[src/rtl/usb_tx_pkt.sv]
// Byte-serial USB-style packet transmitter: handshake or length-prefixed DATA packets
// with inline CRC-8, fed from a valid/ready payload stream.
module usb_tx_pkt #(
    parameter int unsigned MAX_LEN  = 16,
    parameter int unsigned LEN_W    = 16,
    parameter int unsigned TMO_CYC  = 255,
    parameter logic [7:0]  CRC_INIT = 8'h00
) (
    input  logic             clk,
    input  logic             rst,
    input  logic             fs,
    output logic             fd,
    input  logic [3:0]       btype,
    input  logic [LEN_W-1:0] pkt_len,
    input  logic [7:0]       pld_data,
    input  logic             pld_valid,
    output logic             pld_ready,
    output logic [7:0]       usb_txd,
    output logic             usb_txv,
    output logic             err
);

    localparam int unsigned CNT_W = LEN_W + 1;
    localparam int unsigned TMO_W = $clog2(TMO_CYC + 1);

    localparam logic [7:0] SYNC_B   = 8'h01;
    localparam logic [7:0] PID_ACK  = 8'h2D;
    localparam logic [7:0] PID_NAK  = 8'hA5;
    localparam logic [7:0] PID_STL  = 8'hE1;
    localparam logic [7:0] PID_DATA = 8'h3C;

    typedef enum logic [3:0] {
        S_IDLE, S_WAIT, S_SYNC, S_PID, S_LENH, S_LENL, S_DATA, S_CRC, S_DONE
    } state_e;

    state_e            state_q, state_d;
    logic [7:0]        pid_q, pid_d;
    logic              is_data_q, is_data_d;
    logic [LEN_W-1:0]  len_q, len_d;
    logic [CNT_W-1:0]  cnt_q, cnt_d;
    logic [TMO_W-1:0]  stall_q, stall_d;
    logic [7:0]        crc_q, crc_d;
    logic              err_q, err_d;
    logic [7:0]        txd_q, txd_d;
    logic              txv_q, txv_d;
    logic              fd_q, fd_d;
    logic              ready_q, ready_d;
    logic [15:0]       len16;
    logic [CNT_W-1:0]  cnt_inc;

    // CRC-8, polynomial 0x07, MSB-first over one byte
    function automatic logic [7:0] crc8_upd(input logic [7:0] crc, input logic [7:0] data);
        logic [7:0] c;
        c = crc ^ data;
        for (int i = 0; i < 8; i++) begin
            c = c[7] ? ({c[6:0], 1'b0} ^ 8'h07) : {c[6:0], 1'b0};
        end
        return c;
    endfunction

    assign len16   = 16'(len_q);
    assign cnt_inc = cnt_q + CNT_W'(1);

    always_comb begin
        state_d   = state_q;
        pid_d     = pid_q;
        is_data_d = is_data_q;
        len_d     = len_q;
        cnt_d     = cnt_q;
        stall_d   = stall_q;
        crc_d     = crc_q;
        err_d     = err_q;
        txd_d     = 8'h00;
        txv_d     = 1'b0;

        case (state_q)
            S_IDLE: state_d = S_WAIT;
            S_WAIT: begin
                err_d = 1'b0;
                if (fs) begin
                    len_d     = pkt_len;
                    is_data_d = 1'b0;
                    state_d   = S_SYNC;
                    case (btype)
                        4'd1: pid_d = PID_ACK;
                        4'd2: pid_d = PID_NAK;
                        4'd3: pid_d = PID_STL;
                        4'd4: begin
                            // Oversize DATA degrades to a STL handshake
                            if ({1'b0, pkt_len} > CNT_W'(MAX_LEN)) begin
                                pid_d = PID_STL;
                                err_d = 1'b1;
                            end else begin
                                pid_d     = PID_DATA;
                                is_data_d = 1'b1;
                            end
                        end
                        default: begin
                            err_d   = 1'b1;
                            state_d = S_DONE;
                        end
                    endcase
                end
            end
            S_SYNC: begin
                txd_d   = SYNC_B;
                txv_d   = 1'b1;
                crc_d   = CRC_INIT;
                cnt_d   = '0;
                stall_d = '0;
                state_d = S_PID;
            end
            S_PID: begin
                txd_d   = pid_q;
                txv_d   = 1'b1;
                state_d = is_data_q ? S_LENH : S_DONE;
            end
            S_LENH: begin
                txd_d   = len16[15:8];
                txv_d   = 1'b1;
                crc_d   = crc8_upd(crc_q, len16[15:8]);
                state_d = S_LENL;
            end
            S_LENL: begin
                txd_d   = len16[7:0];
                txv_d   = 1'b1;
                crc_d   = crc8_upd(crc_q, len16[7:0]);
                state_d = (len_q != '0) ? S_DATA : S_CRC;
            end
            S_DATA: begin
                if (pld_valid) begin
                    txd_d   = pld_data;
                    txv_d   = 1'b1;
                    crc_d   = crc8_upd(crc_q, pld_data);
                    cnt_d   = cnt_inc;
                    stall_d = '0;
                    if (cnt_inc == {1'b0, len_q}) begin
                        state_d = S_CRC;
                    end
                end else begin
                    stall_d = stall_q + TMO_W'(1);
                    // Stall timeout: abandon the packet without a CRC byte
                    if (stall_q == TMO_W'(TMO_CYC - 1)) begin
                        err_d   = 1'b1;
                        state_d = S_DONE;
                    end
                end
            end
            S_CRC: begin
                txd_d   = crc_q;
                txv_d   = 1'b1;
                state_d = S_DONE;
            end
            S_DONE: begin
                if (!fs) begin
                    state_d = S_WAIT;
                end
            end
            default: state_d = S_IDLE;
        endcase

        // Registered from next state so they track the state register exactly
        ready_d = (state_d == S_DATA);
        fd_d    = (state_d == S_DONE);
    end

    always_ff @(posedge clk or negedge rst) begin
        if (!rst) begin
            state_q   <= S_IDLE;
            pid_q     <= 8'h00;
            is_data_q <= 1'b0;
            len_q     <= '0;
            cnt_q     <= '0;
            stall_q   <= '0;
            crc_q     <= 8'h00;
            err_q     <= 1'b0;
            txd_q     <= 8'h00;
            txv_q     <= 1'b0;
            fd_q      <= 1'b0;
            ready_q   <= 1'b0;
        end else begin
            state_q   <= state_d;
            pid_q     <= pid_d;
            is_data_q <= is_data_d;
            len_q     <= len_d;
            cnt_q     <= cnt_d;
            stall_q   <= stall_d;
            crc_q     <= crc_d;
            err_q     <= err_d;
            txd_q     <= txd_d;
            txv_q     <= txv_d;
            fd_q      <= fd_d;
            ready_q   <= ready_d;
        end
    end

    assign fd        = fd_q;
    assign pld_ready = ready_q;
    assign usb_txd   = txd_q;
    assign usb_txv   = txv_q;
    assign err       = err_q;

endmodule

[config.mk]
export PLATFORM = sky130hd
export DESIGN_NAME = usb_tx_pkt
export DESIGN_NICKNAME = d
export VERILOG_FILES = /design/src/rtl/usb_tx_pkt.sv
export SDC_FILE = /design/constraint.sdc
export NUM_CORES = 1
export LEC_CHECK = 0
export CORE_AREA = 2 2 110 112
export CTS_CLUSTER_DIAMETER = 40
export CTS_CLUSTER_SIZE = 16
export DETAILED_ROUTE_END_ITERATION = 8
export DIE_AREA = 0 0 112 114
export PLACE_DENSITY_LB_ADDON = 0.2
export SLEW_MARGIN = 20
export SYNTH_ARGS = -nofsm -noshare
export SYNTH_HDL_FRONTEND = slang
export SYNTH_SLANG_ARGS = --single-unit
[constraint.sdc]
create_clock -name clk -period 2.93 [get_ports clk]
set_clock_uncertainty 0.2 [all_clocks]
set_input_delay 0.293 -clock clk [delete_from_list [all_inputs] [get_ports clk]]
set_output_delay 0.293 -clock clk [all_outputs]
set_load 0.005 [all_outputs]
==> qor.csv, run 1 <==
stage;metric;value;unit
critical_path;critical path fanouts, max;9;
floorplan;effective utilization at floorplan;0.432;
floorplan;Die Ht;114;um
clocking;number of levels in the clock H-tree;3;
yosys;number of flops mapped to enable cells by yosys;0;
yosys;gate count after technology mapping;549;
route;Remaining DRCs;0;
pwr;Pwr Total;0.00543;W
timing;unrepaired setup endpoints after global routing;false;
timing;fin. max-slew vios;0;
cells_and_area;final cell count without fillers;718;
cells_and_area;Area growth, synth to finish;15.3;%
cells_and_area;Fillers;1135;
pwr;power per cell area;930;nW/um2
yosys;async set or reset register ratio after synthesis;1.00;
route;Starting DRT DRC Count;282;
place;pre-CTS setup slack;0.215;ns
clocking;post-CTS setup repair buffer count;0;
yosys;xor-xnor portion of the synthesized cell area;0.171;
cells_and_area;layout cells sized above 1;0.105;
cells_and_area;most common cell after layout, fill and taps aside;sky130_fd_sc_hd__dfrtp_1;
place;placer's final routability congestion estimate;0.854;
clocking;clock network latency to the later pin of the worst-skew pair;0.35;ns
critical_path;Data arrival, critical path;2.69;ns
yosys;Post-synth top flop;sky130_fd_sc_hd__dfrtp_1;
timing;worst slew margin relative to its limit;0.328;
floorplan;die outline area;12800;um2
route;total number of vias;4097;
timing;Final setup viols;0;
yosys;synthesized-area fraction occupied by and/or/nand/nor cells;0.192;
floorplan;core area;11700;um2
timing;fin worst setup slack;0.271;ns
cells_and_area;final std cell area, no fill;5840;um2
critical_path;required time at the endpoint of the critical path;2.96;ns
clocking;clock buffer depth;2;
yosys;cell area after technology mapping;5060;um2
route;ANT nets after route;0;
cells_and_area;Ant. Diodes;0;
route;Avg WL per Cell;18.2;um
global_routing;first-pass GRT wire length;21.2;mm
cells_and_area;commonest cells after routing, fill and taps aside;sky130_fd_sc_hd__dfrtp_1, sky130_fd_sc_hd__xnor2_1, sky130_fd_sc_hd__o21ai_0;
global_routing;initial antenna violation count;0;
clocking;root buffer cell;sky130_fd_sc_hd__clkbuf_16;
critical_path;Worst Setup End Kind;flop;
hold_path;worst min-delay path class;reg2reg;
timing;TNS Setup;0;ns
timing;fmax;0.376;GHz
critical_path;kind of start point of the critical path;flop;
route;Vias per Instance;5.71;
clocking;clock transition at the register clock pins on the worst setup and hold paths after CTS;0.06;ns
outcome;run status;complete, no violations;
place;cell area reported after detailed placement;5540;um2
place;Post-Place Cells;702;
floorplan;site row count;40;
critical_path;critical path start-end classification;reg2reg;
clocking;TritonCTS clock tree;yes;
yosys;Warnings, synthesis;0;
global_routing;via count of the first global-routing pass;4066;
yosys;Seq/Total Area, Yosys;0.361;
yosys;Synth Area per Inst;9.22;um2
yosys;number of synthesized register bits;73;
timing;Period Utilization, post-route;0.908;
global_routing;largest net degree at the start of global routing;74;
job;Max Cap Viol;0;
floorplan;x dimension of the die;112;um
cells_and_area;number of nets at the end of the flow;602;
global_routing;All-Layer GR Usage;0.213;
place;total of buffers placed on input and output ports;43;
timing;actual slew at the worst max-slew pin;1.01;ns
timing;Hold Vio Cnt, Final;0;
yosys;post-synthesis mux area share;0.0796;
route;total wire length;13.1;mm
place;Detailed Place HPWL;9.42;mm
global_routing;total congestion overflow after global routing;0;
yosys;post-synthesis adder-cell area fraction;0.00742;
yosys;net count after synthesis;584;
yosys;dominant combinational cell family by area after synthesis;simple AND/OR/NAND/NOR gates;
yosys;Yosys cell types;66;
clocking;CTS buffer count;9;
timing;clock period minus final worst setup slack;2.66;ns
route;Initial DRT Pass Iterations;5;
pwr;LEAKAGE;2.37;nW
clocking;clk sink count;73;
pwr;IR Drop Worst-Case VDD;620;uV
yosys;post-synthesis compound-gate area fraction;0.143;
floorplan;number of top-level design ports;44;
==> state kept, by name, indices dropped and copies added (netlist names) <==
register   cells
state_q        4
pld_ready      1
pid_q          7
usb_txd        8
is_data_q      1
crc_q          8
fd             1
cnt_q         17
usb_txv        1
err            1
stall_q        8
len16         16
==> per-layer routing <==
layer  routed length (um)  global-route usage  vias up
met5                    0                   0        -
met4                  229              0.0659        0
met3                  562              0.0489       16
met2                 6060               0.337       93
met1                 6210               0.292     2027
li1                     -                   -     1961
==> final timing paths <==
| kind | start | endpoint | slack, ns | depth (start not counted) |
|---|---|---|---|---|
| min in group asynchronous | rst | cnt_q[8] | 0.43 | 2 |
| worst max register to register | cnt_q[0] | pld_ready | 0.27 | 7 |
| worst min-delay path | pid_q[4] | pid_q[4] | 0.27 | 2 |
| worst min register to register | pid_q[4] | pid_q[4] | 0.27 | 2 |
| worst max-delay path | cnt_q[0] | pld_ready | 0.27 | 7 |
| max in group asynchronous | rst | stall_q[3] | 1.41 | 2 |
==> repair_timing <==
action | CTS | global route
endpoints found under the setup margin | 0 | 1
gates resized for setup | 0 | 1
endpoints found under the hold margin | 73 | 0
hold buffers | 1 | 0
==> report_power, final <==
group | total, W | switching (W) | leakage (nW) | internal [W]
clock network | 0.00106 | 0.000422 | 0.138 | 0.000636
logic | 0.00266 | 0.00125 | 1.28 | 0.00141
registers | 0.00171 | 0.000464 | 0.950 | 0.00124
total | 0.00543 | 0.00214 | 2.37 | 0.00329
==> Yosys cell counts (all sizes together), types with 4 or more instances <==
cell type,count,share of area
dfrtp,73,0.36
xnor2,66,0.11
o21ai,53,0.052
nand2,40,0.030
nor2,39,0.029
clkbuf,30,0.022
xor2,24,0.043
mux2i,20,0.040
a21oi,18,0.018
mux2,18,0.040
buf,17,0.019
nand3,15,0.016
nor4,12,0.026
o31ai,11,0.016
a22oi,10,0.015
nor2b,10,0.012
nand4,9,0.017
nor3,9,0.0089
inv,8,0.0059
nand2b,8,0.0099
a31oi,5,0.0062
and2,5,0.0062
nand3b,5,0.0074
and3,4,0.0049
==> per-stage QoR <==
stage	hold WS [ns]	util
2_1_floorplan	-0.203	-
3_3_place_gp	0.259	0.473
3_5_place_dp	0.265	0.473
4_1_cts	0.277	0.498
5_1_grt	0.298	0.498
6_report	0.273	0.498
==> kinds of logic after synthesis <==
family	count (synthesis)
AND/OR/NAND/NOR	169
XOR/XNOR	93
multiplexers	38
buffers and inverters	55
flip-flops	73
AO/OA/AOI/OAI	118
adder cells (fa/ha/maj)	3
==> critical path: stages, from the launching register on <==
cell and delay, ns:
sky130_fd_sc_hd__dfrtp_1 0.46, sky130_fd_sc_hd__ha_2 0.31, sky130_fd_sc_hd__nand4_4 0.20, sky130_fd_sc_hd__nor4_2 0.41, sky130_fd_sc_hd__mux2_2 0.39, sky130_fd_sc_hd__a211oi_2 0.20
sky130_fd_sc_hd__nand4_1 0.15, sky130_fd_sc_hd__and3b_1 0.22
==> layout make-up <==
type | instances | area (um2) | area share
clock inverter | 2 | 12.5 | 0.00214
clock buffer | 13 | 270 | 0.0463
multi-input combinational | 421 | 3000 | 0.514
tap | 147 | 184 | 0.0315
inverter | 8 | 30.0 | 0.00515
timing repair buffer | 54 | 513 | 0.0879
sequential | 73 | 1830 | 0.313
(Power assumes the default switching activity.)
==> run 2, diff against run 1 <==
Settings changed: CTS_BUF_LIST from default to sky130_fd_sc_hd__clkbuf_4.
==> run 2 against run 1 <==
Clock power shrank 50%. Flip-flop and latch count did not move. Worst setup slack worse by 0.096 ns. Critical path type unchanged.
==> qor.csv, run 2 (synthesis gave the netlist of run 1 again) <==
stage;metric;value;unit
clocking;clk sink count;73;
floorplan;x dimension of the die;112;um
cells_and_area;Final Core Density;0.482;
global_routing;initial antenna violation count;0;
route;Initial DRT Pass Iterations;5;
clocking;clock network latency to the later pin of the worst-skew pair;0.45;ns
clocking;Hold-fix buffers, CTS;1;
place;Detailed Place HPWL;9.42;mm
clocking;post-CTS setup repair buffer count;0;
hold_path;worst min-delay path class;in2reg;
floorplan;number of top-level design ports;44;
pwr;LEAKAGE;2.29;nW
place;cell area reported after detailed placement;5540;um2
global_routing;global route hottest layer;met2;
critical_path;total stage count of the critical path;7;
critical_path;logic depth of the worst register-to-register path;7;
place;total of buffers placed on input and output ports;43;
critical_path;required time at the endpoint of the critical path;3.07;ns
pwr;Pwr Total;0.00488;W
global_routing;global-route track usage on met2;0.340;
route;Starting DRT DRC Count;323;
critical_path;Worst Setup End Kind;flop;
critical_path;crit path cell chain;ha_1 > nand4_4 > nor4_2 > mux2_2 > a211oi_2 > nand4_1 > and3b_1;
global_routing;largest net degree at the start of global routing;74;
timing;Period Utilization, post-route;0.940;
hold_path;cell depth of the worst min-delay path;3;
route;Remaining DRCs;0;
timing;TNS Setup;0;ns
cells_and_area;final std cell area, no fill;5650;um2
critical_path;Worst path top cell family by delay;simple AND/OR/NAND/NOR gates;
cells_and_area;max FFs per register;17;
critical_path;critical path fanouts, max;9;
timing;actual slew at the worst max-slew pin;0.992;ns
timing;Hold Vio Cnt, Final;0;
cells_and_area;Area growth, synth to finish;11.6;%
critical_path;number of buffers and inverters on the critical path;0;
global_routing;first-pass GRT wire length;21.1;mm
critical_path;critical path start-end classification;reg2reg;
cells_and_area;commonest cells after routing, fill and taps aside;sky130_fd_sc_hd__dfrtp_1, sky130_fd_sc_hd__xnor2_1, sky130_fd_sc_hd__o21ai_0;
floorplan;site row count;40;
clocking;clock transition at the register clock pins on the worst setup and hold paths after CTS;0.10;ns
cells_and_area;most common cell after layout, fill and taps aside;sky130_fd_sc_hd__dfrtp_1;
floorplan;die outline area;12800;um2
route;ANT nets after route;0;
cells_and_area;number of nets at the end of the flow;602;
global_routing;total congestion overflow after global routing;0;
route;Avg WL per Cell;18.1;um
timing;fin. max-slew vios;0;
timing;Final setup viols;0;
global_routing;All-Layer GR Usage;0.211;
clocking;clock buffer depth;2;
timing;unrepaired setup endpoints after global routing;false;
timing;clock period minus final worst setup slack;2.76;ns
place;placer's final routability congestion estimate;0.854;
floorplan;effective utilization at floorplan;0.432;
clocking;number of levels in the clock H-tree;3;
cells_and_area;layout cells sized above 1;0.0998;
outcome;run status;complete, no violations;
pwr;IR Drop Worst-Case VDD;514;uV
critical_path;cell type of the slowest stage on the worst timing path;sky130_fd_sc_hd__dfrtp_1;
cells_and_area;final cell count without fillers;718;
place;Post-Place Cells;702;
clocking;CTS buffer count;9;
clocking;TritonCTS clock tree;yes;
timing;fmax;0.363;GHz
global_routing;met3 Use GR;0.0367;
clocking;CTS-repair resized insts;0;
route;total wire length;13.0;mm
floorplan;Die Ht;114;um
route;Vias per Instance;5.72;
clocking;root buffer cell;sky130_fd_sc_hd__clkbuf_4;
critical_path;crit-path max cell delay;0.48;ns
critical_path;kind of start point of the critical path;flop;
route;total number of vias;4109;
global_routing;via count of the first global-routing pass;4054;
job;Max Cap Viol;0;
cells_and_area;Ant. Diodes;0;
global_routing;met1 capacity usage during global routing;0.289;
timing;worst slew margin relative to its limit;0.338;
floorplan;core area;11700;um2
cells_and_area;register ranked first by flip-flop count;cnt_q;
critical_path;Data arrival, critical path;2.89;ns
pwr;power per cell area;864;nW/um2
## run 2: changes by cell type in the layout (fill, tap and decap cells not counted), moves of 3 or more
cell	change
sky130_fd_sc_hd__clkbuf_16	-9
sky130_fd_sc_hd__clkinv_1	+3
sky130_fd_sc_hd__clkbuf_8	-3
sky130_fd_sc_hd__clkbuf_4	+10
## run 2: final timing paths
check	from	slack (ns)	end
worst min-delay path	pld_data[1]	0.28	usb_txd[1]
worst max-delay path	cnt_q[0]	0.17	pld_ready
worst max register to register	cnt_q[0]	0.17	pld_ready
worst min register to register	pid_q[4]	0.29	pid_q[4]
min in group asynchronous	rst	0.32	cnt_q[8]
max in group asynchronous	rst	1.55	usb_txd[1]
## run 2: power breakdown
group	internal, W	switching (W)	leakage (nW)
clock	0.000170	0.000363	0.0548
sequential	0.00124	0.000459	0.950
combinational	0.00141	0.00124	1.28
total	0.00282	0.00207	2.29
## run 2: through the flow
step                      setup slack, ns  hold WS (ns)
after floorplan                     0.531        -0.203
after global placement              0.306         0.259
after detailed placement            0.215         0.265
after CTS                           0.183         0.255
after global routing             0.000355         0.280
final                               0.175         0.275
## run 2: layer usage
metal,wire length [um],up-vias
met2,6020,106
li1,-,1960
met3,550,21
met5,0,-
met1,6190,2022
met4,234,0
## run 2: area by class of cell
cell class                      instances  area (um2)
Fill cell                            1165        6060
Tap cell                              147         184
Clock buffer                           10        75.1
Inverter                                8        30.0
Timing Repair Buffer                   54         513
Clock inverter                          5        23.8
Multi-Input combinational cell        421        3000
Sequential cell                        73        1830
## run 2: worst register-to-register path: cells and delay by family (launching register included)
family                     cells  cell delay (ns)
AOI/OAI and AO/OA              1             0.19
adders and majority gates      1             0.36
DFF                            1             0.48
muxes                          1             0.39
and+or+nand+nor                4             1.03
